### config.mk
export PLATFORM = sky130hd
export DESIGN_NAME = uart_rx
export DESIGN_NICKNAME = d
export VERILOG_FILES = /design/src/rtl/uart_rx.sv
export SDC_FILE = /design/constraint.sdc
export NUM_CORES = 1
export LEC_CHECK = 0
export CAP_MARGIN = 10
export CORE_UTILIZATION = 56
export DETAILED_ROUTE_END_ITERATION = 7
export PLACE_DENSITY = 0.77
export SLEW_MARGIN = 20
export SYNTH_ARGS = -nofsm -noshare
export SYNTH_HDL_FRONTEND = slang
export SYNTH_SLANG_ARGS = --single-unit
### constraint.sdc
create_clock -name in_clk -period 2.5 [get_ports in_clk]
set_input_delay 0.25 -clock in_clk [delete_from_list [all_inputs] [get_ports in_clk]]
set_output_delay 0.25 -clock in_clk [all_outputs]
set_load 0.01 [all_outputs]
### src/rtl/uart_rx.sv
// uart_rx: 8N1 asynchronous serial receiver.
// The line is brought into the clock domain by a two-flop synchronizer.
// Start, data and stop bits are sampled mid-bit with a per-bit cycle
// counter. Good frames update out_data with a one-cycle out_data_en strobe.
// A low stop bit raises a one-cycle out_frame_err strobe, and the FSM then
// waits in BREAK until the line returns high, so a held-low line produces
// only one error.
module uart_rx #(
  parameter int CLKS_PER_BIT = 434
) (
  input  logic       in_clk,
  input  logic       in_rst_n,
  input  logic       in_rx,
  output logic [7:0] out_data,
  output logic       out_data_en,
  output logic       out_frame_err
);

  localparam int HALF = CLKS_PER_BIT / 2;
  localparam int CW   = $clog2(CLKS_PER_BIT);

  localparam logic [CW-1:0] CNT_HALF_M1 = CW'(HALF - 1);
  localparam logic [CW-1:0] CNT_LAST    = CW'(CLKS_PER_BIT - 1);
  localparam logic [CW-1:0] CNT_ONE     = CW'(1);

  typedef enum logic [2:0] {
    S_IDLE  = 3'd0,
    S_START = 3'd1,
    S_DATA  = 3'd2,
    S_STOP  = 3'd3,
    S_BREAK = 3'd4
  } state_t;

  // Synchronizer flops. Both idle high, so reset does not look like a start.
  logic rx_meta_q;
  logic rx_s_q;

  state_t        state_q, state_d;
  logic [CW-1:0] cnt_q, cnt_d;
  logic [2:0]    idx_q, idx_d;
  logic [7:0]    shift_q, shift_d;
  logic [7:0]    data_q, data_d;
  logic          data_en_q, data_en_d;
  logic          frame_err_q, frame_err_d;

  // Two-flop synchronizer for the asynchronous serial line.
  always_ff @(posedge in_clk or negedge in_rst_n) begin
    if (!in_rst_n) begin
      rx_meta_q <= 1'b1;
      rx_s_q    <= 1'b1;
    end else begin
      rx_meta_q <= in_rx;
      rx_s_q    <= rx_meta_q;
    end
  end

  // State and datapath registers.
  always_ff @(posedge in_clk or negedge in_rst_n) begin
    if (!in_rst_n) begin
      state_q     <= S_IDLE;
      cnt_q       <= '0;
      idx_q       <= '0;
      shift_q     <= '0;
      data_q      <= '0;
      data_en_q   <= 1'b0;
      frame_err_q <= 1'b0;
    end else begin
      state_q     <= state_d;
      cnt_q       <= cnt_d;
      idx_q       <= idx_d;
      shift_q     <= shift_d;
      data_q      <= data_d;
      data_en_q   <= data_en_d;
      frame_err_q <= frame_err_d;
    end
  end

  // Next-state logic. Each strobe comes from a single branch, so the two
  // strobes are mutually exclusive by construction.
  always_comb begin
    state_d     = state_q;
    cnt_d       = cnt_q + CNT_ONE;
    idx_d       = idx_q;
    shift_d     = shift_q;
    data_d      = data_q;
    data_en_d   = 1'b0;
    frame_err_d = 1'b0;

    case (state_q)
      S_IDLE: begin
        cnt_d = '0;
        if (!rx_s_q) begin
          state_d = S_START;
        end
      end

      S_START: begin
        // Re-check the line at the middle of the start bit to reject glitches.
        if (cnt_q == CNT_HALF_M1) begin
          cnt_d = '0;
          if (rx_s_q) begin
            state_d = S_IDLE;
          end else begin
            idx_d   = '0;
            state_d = S_DATA;
          end
        end
      end

      S_DATA: begin
        // LSB arrives first, so shift right and insert at the top.
        if (cnt_q == CNT_LAST) begin
          cnt_d   = '0;
          shift_d = {rx_s_q, shift_q[7:1]};
          idx_d   = idx_q + 3'd1;
          if (idx_q == 3'd7) begin
            state_d = S_STOP;
          end
        end
      end

      S_STOP: begin
        // Return to IDLE mid-stop-bit so a back-to-back start is caught.
        if (cnt_q == CNT_LAST) begin
          cnt_d = '0;
          if (rx_s_q) begin
            data_d    = shift_q;
            data_en_d = 1'b1;
            state_d   = S_IDLE;
          end else begin
            frame_err_d = 1'b1;
            state_d     = S_BREAK;
          end
        end
      end

      S_BREAK: begin
        cnt_d = '0;
        if (rx_s_q) begin
          state_d = S_IDLE;
        end
      end

      default: begin
        cnt_d   = '0;
        state_d = S_IDLE;
      end
    endcase
  end

  assign out_data      = data_q;
  assign out_data_en   = data_en_q;
  assign out_frame_err = frame_err_q;

endmodule

==> flow_summary.toml <==
[grt]
first_global_vias = 925
grt-ovfl-total = 0
grt_util_all_layers_pct = 21.0
grt_max_degree = 36
grt_pass1_wl_um = 4230
antenna_found_initial = 0

[routing]
drcViolationCount = 0
drt_wl_total_um = 2600
vias = 1020
vias_per_cell = 5.86
ant_nets = 0
dr.pass1.iters = 4
wl_per_cell_um = 14.9
drt_iter0_drc = 7

[worst_hold_path]
hp-class = "input port to asynchronous set/reset pin"

[placed_design]
post-dp-hpwl_um = 1820
routabilityCongestion = 0.842
port_buffers = 12
dpl_cell_area_sq_um = 1740

[die]
start_util_pct = 61.5
die_w_um = 55.1
dieArea_sq_um = 3040
die_h_um = 55.1
core_sq_um = 2570
io_pins = 13
rows = 18

[worst_setup_path]
worstPathRequired_ns = 2.73
crit_path_end_kind = "register"
crit_fanout = 8
rr_worst_depth = 6
start_kind = "register"
arrival_ns = 2.23
path_class = "register to register"

[cts]
clock-sinks = 35
clk_latency_ns = 0.34
numCtsBuffers = 5
cts-hold-fix-buffers = 0
post_cts_resized = 0
clockRootBuffer = "clkbuf_4"
cts_tree = "done"
clock_path_buffers = 2
post_cts_buffers = 0
cts_max_level = 2
path_clk_slew_ns = 0.11

[synth]
synth_top_cell_by_area = "dfrtp_1"
yosys.area.top_type_share_pct = 52.3
yosysUniqueCellTypes = 34
yosysWarnings = 0
syn_area_per_cell_sq_um = 12.6
syn_nets = 133
syn_area_sq_um = 1580
synth.area.top_cells = "dfrtp_1, mux2_2, ha_1"
yosysSeqAreaShare_pct = 55.6
syn_inst = 125
ys_ff_latch = 35

[timing]
timing.fmax_mhz = 501
tightest_slew_ns = 0.501
hold_violations = 0
fin_crit_ns = 2.00
tns_ns = 0
fin_skew_ns = 0.0128
whs_ns = 0.299
period_share_pct = 79.9
slew_headroom_pct = 66.6
setup_viol = 0
rsz0062_at_grt = "no"
slew_violations = 0

[final_layout]
drive_gt1_share_pct = 25.0
nFillCells = 205
fin_nets = 151
syn_to_final_growth_pct = 13.4
diodes = 0
final_cell_area_sq_um = 1790

[job]
drv_cap = 0

[status]
outcome = "complete, no violations"

[power_and_ir_drop]
vdd.ir_drop.worst_v = 0.000445
p_leak_nw = 0.807
powerDensity_nw_per_um2 = 491
==> Yosys cell counts <==
cell,number
a2111oi_0,1
a211o_1,2
a21boi_0,1
a21oi_1,2
a22o_1,2
a32oi_2,1
and3_1,1
and3_2,1
and4_2,1
and4bb_2,2
buf_4,1
clkbuf_1,2
dfrtp_1,33
dfstp_2,2
ha_1,5
inv_1,5
mux2_2,17
nand2_1,4
nand3_1,4
nand3b_1,1
nand4_1,3
nand4_4,1
nand4b_1,1
nor2_1,13
nor2b_1,4
nor3_1,2
nor3_2,1
nor3_4,1
nor4_1,1
o21a_1,1
o21ai_0,1
or3_1,1
xnor2_1,5
xor2_1,2
==> stage by stage <==
step	power (mW)	worst slack, ns	std cells	util [%]
2_1_floorplan	0.583	0.692	125	-
3_3_place_gp	0.598	0.564	166	67.7
3_5_place_dp	0.599	0.526	166	67.7
4_1_cts	0.890	0.503	174	69.8
5_1_grt	0.914	0.407	174	69.8
6_report	0.879	0.503	174	69.8
==> per-layer routing <==
| layer | wire, um | track usage, % |
|---|---|---|
| met1 | 1230 | 26.4 |
| met2 | 1240 | 32.3 |
| met3 | 94 | 9.02 |
| met4 | 37 | 7.50 |
| met5 | 0 | 0 |
==> where the power goes <==
group          internal [mW]  switching (mW)
combinational        0.00442          0.0119
clock                  0.108           0.184
sequential             0.569         0.00159
==> kinds of logic (layout without fill, tap and decap cells) <==
logic type / count (synthesis) / after routing / share of synthesized area (%)
xor+xnor: 7 / 7 / 3.88
simple gates: 42 / 42 / 16.6
mux: 17 / 17 / 12.1
compound gates: 11 / 11 / 5.70
buf+inv: 8 / 27 / 2.14
flops: 35 / 35 / 55.6
fa+ha+maj: 5 / 5 / 3.96
==> path summary, 6_finish.rpt <==
check | to | slack (ns) | start
worst min register to register | rx_s_q | 0.36 | rx_meta_q
worst max register to register | out_data[4] | 0.50 | cnt_q[1]
worst max-delay path | out_data[4] | 0.50 | cnt_q[1]
min in group in_clk | rx_meta_q | 0.32 | in_rx
max in group asynchronous | rx_meta_q | 1.85 | in_rst_n
worst min-delay path | out_frame_err | 0.30 | in_rst_n
==> area by class of cell <==
cell class,count,area (sq um),share of cell area (%)
Sequential cell,35,878,49.0
Multi-Input combinational cell,82,668,37.3
Clock inverter,2,12.5,0.698
Timing Repair Buffer,14,135,7.54
Clock buffer,6,41.3,2.30
Inverter,5,18.8,1.05
Tap cell,30,37.5,2.09
==> worst max-delay path, stage by stage (launching register included) <==
cell and delay [ns]:
dfrtp_1 0.42, inv_1 0.09, ha_1 0.13, and4bb_2 0.29, nand4_4 0.15, nor3_4 0.42, mux2_2 0.39
==> registers in the layout, summed over array words and instances, names as in the netlist <==
signal         flops
out_data           8
cnt_q              9
out_data_en        1
rx_s_q             1
state_q            3
shift_q            8
out_frame_err      1
idx_q              3
rx_meta_q          1
==> cells in the final DEF, fill, tap and decap left out, types with 3 or more instances in the layout <==
master | Yosys | routed
dfrtp_1 | 33 | 33
mux2_2 | 17 | 17
nor2_1 | 13 | 13
clkdlybuf4s50_1 | 0 | 12
inv_1 | 5 | 5
xnor2_1 | 5 | 5
ha_1 | 5 | 5
clkbuf_4 | 0 | 5
nor2b_1 | 4 | 4
nand3_1 | 4 | 4
nand2_1 | 4 | 4
nand4_1 | 3 | 3
Note: power is estimated with default switching activity, not from simulation.
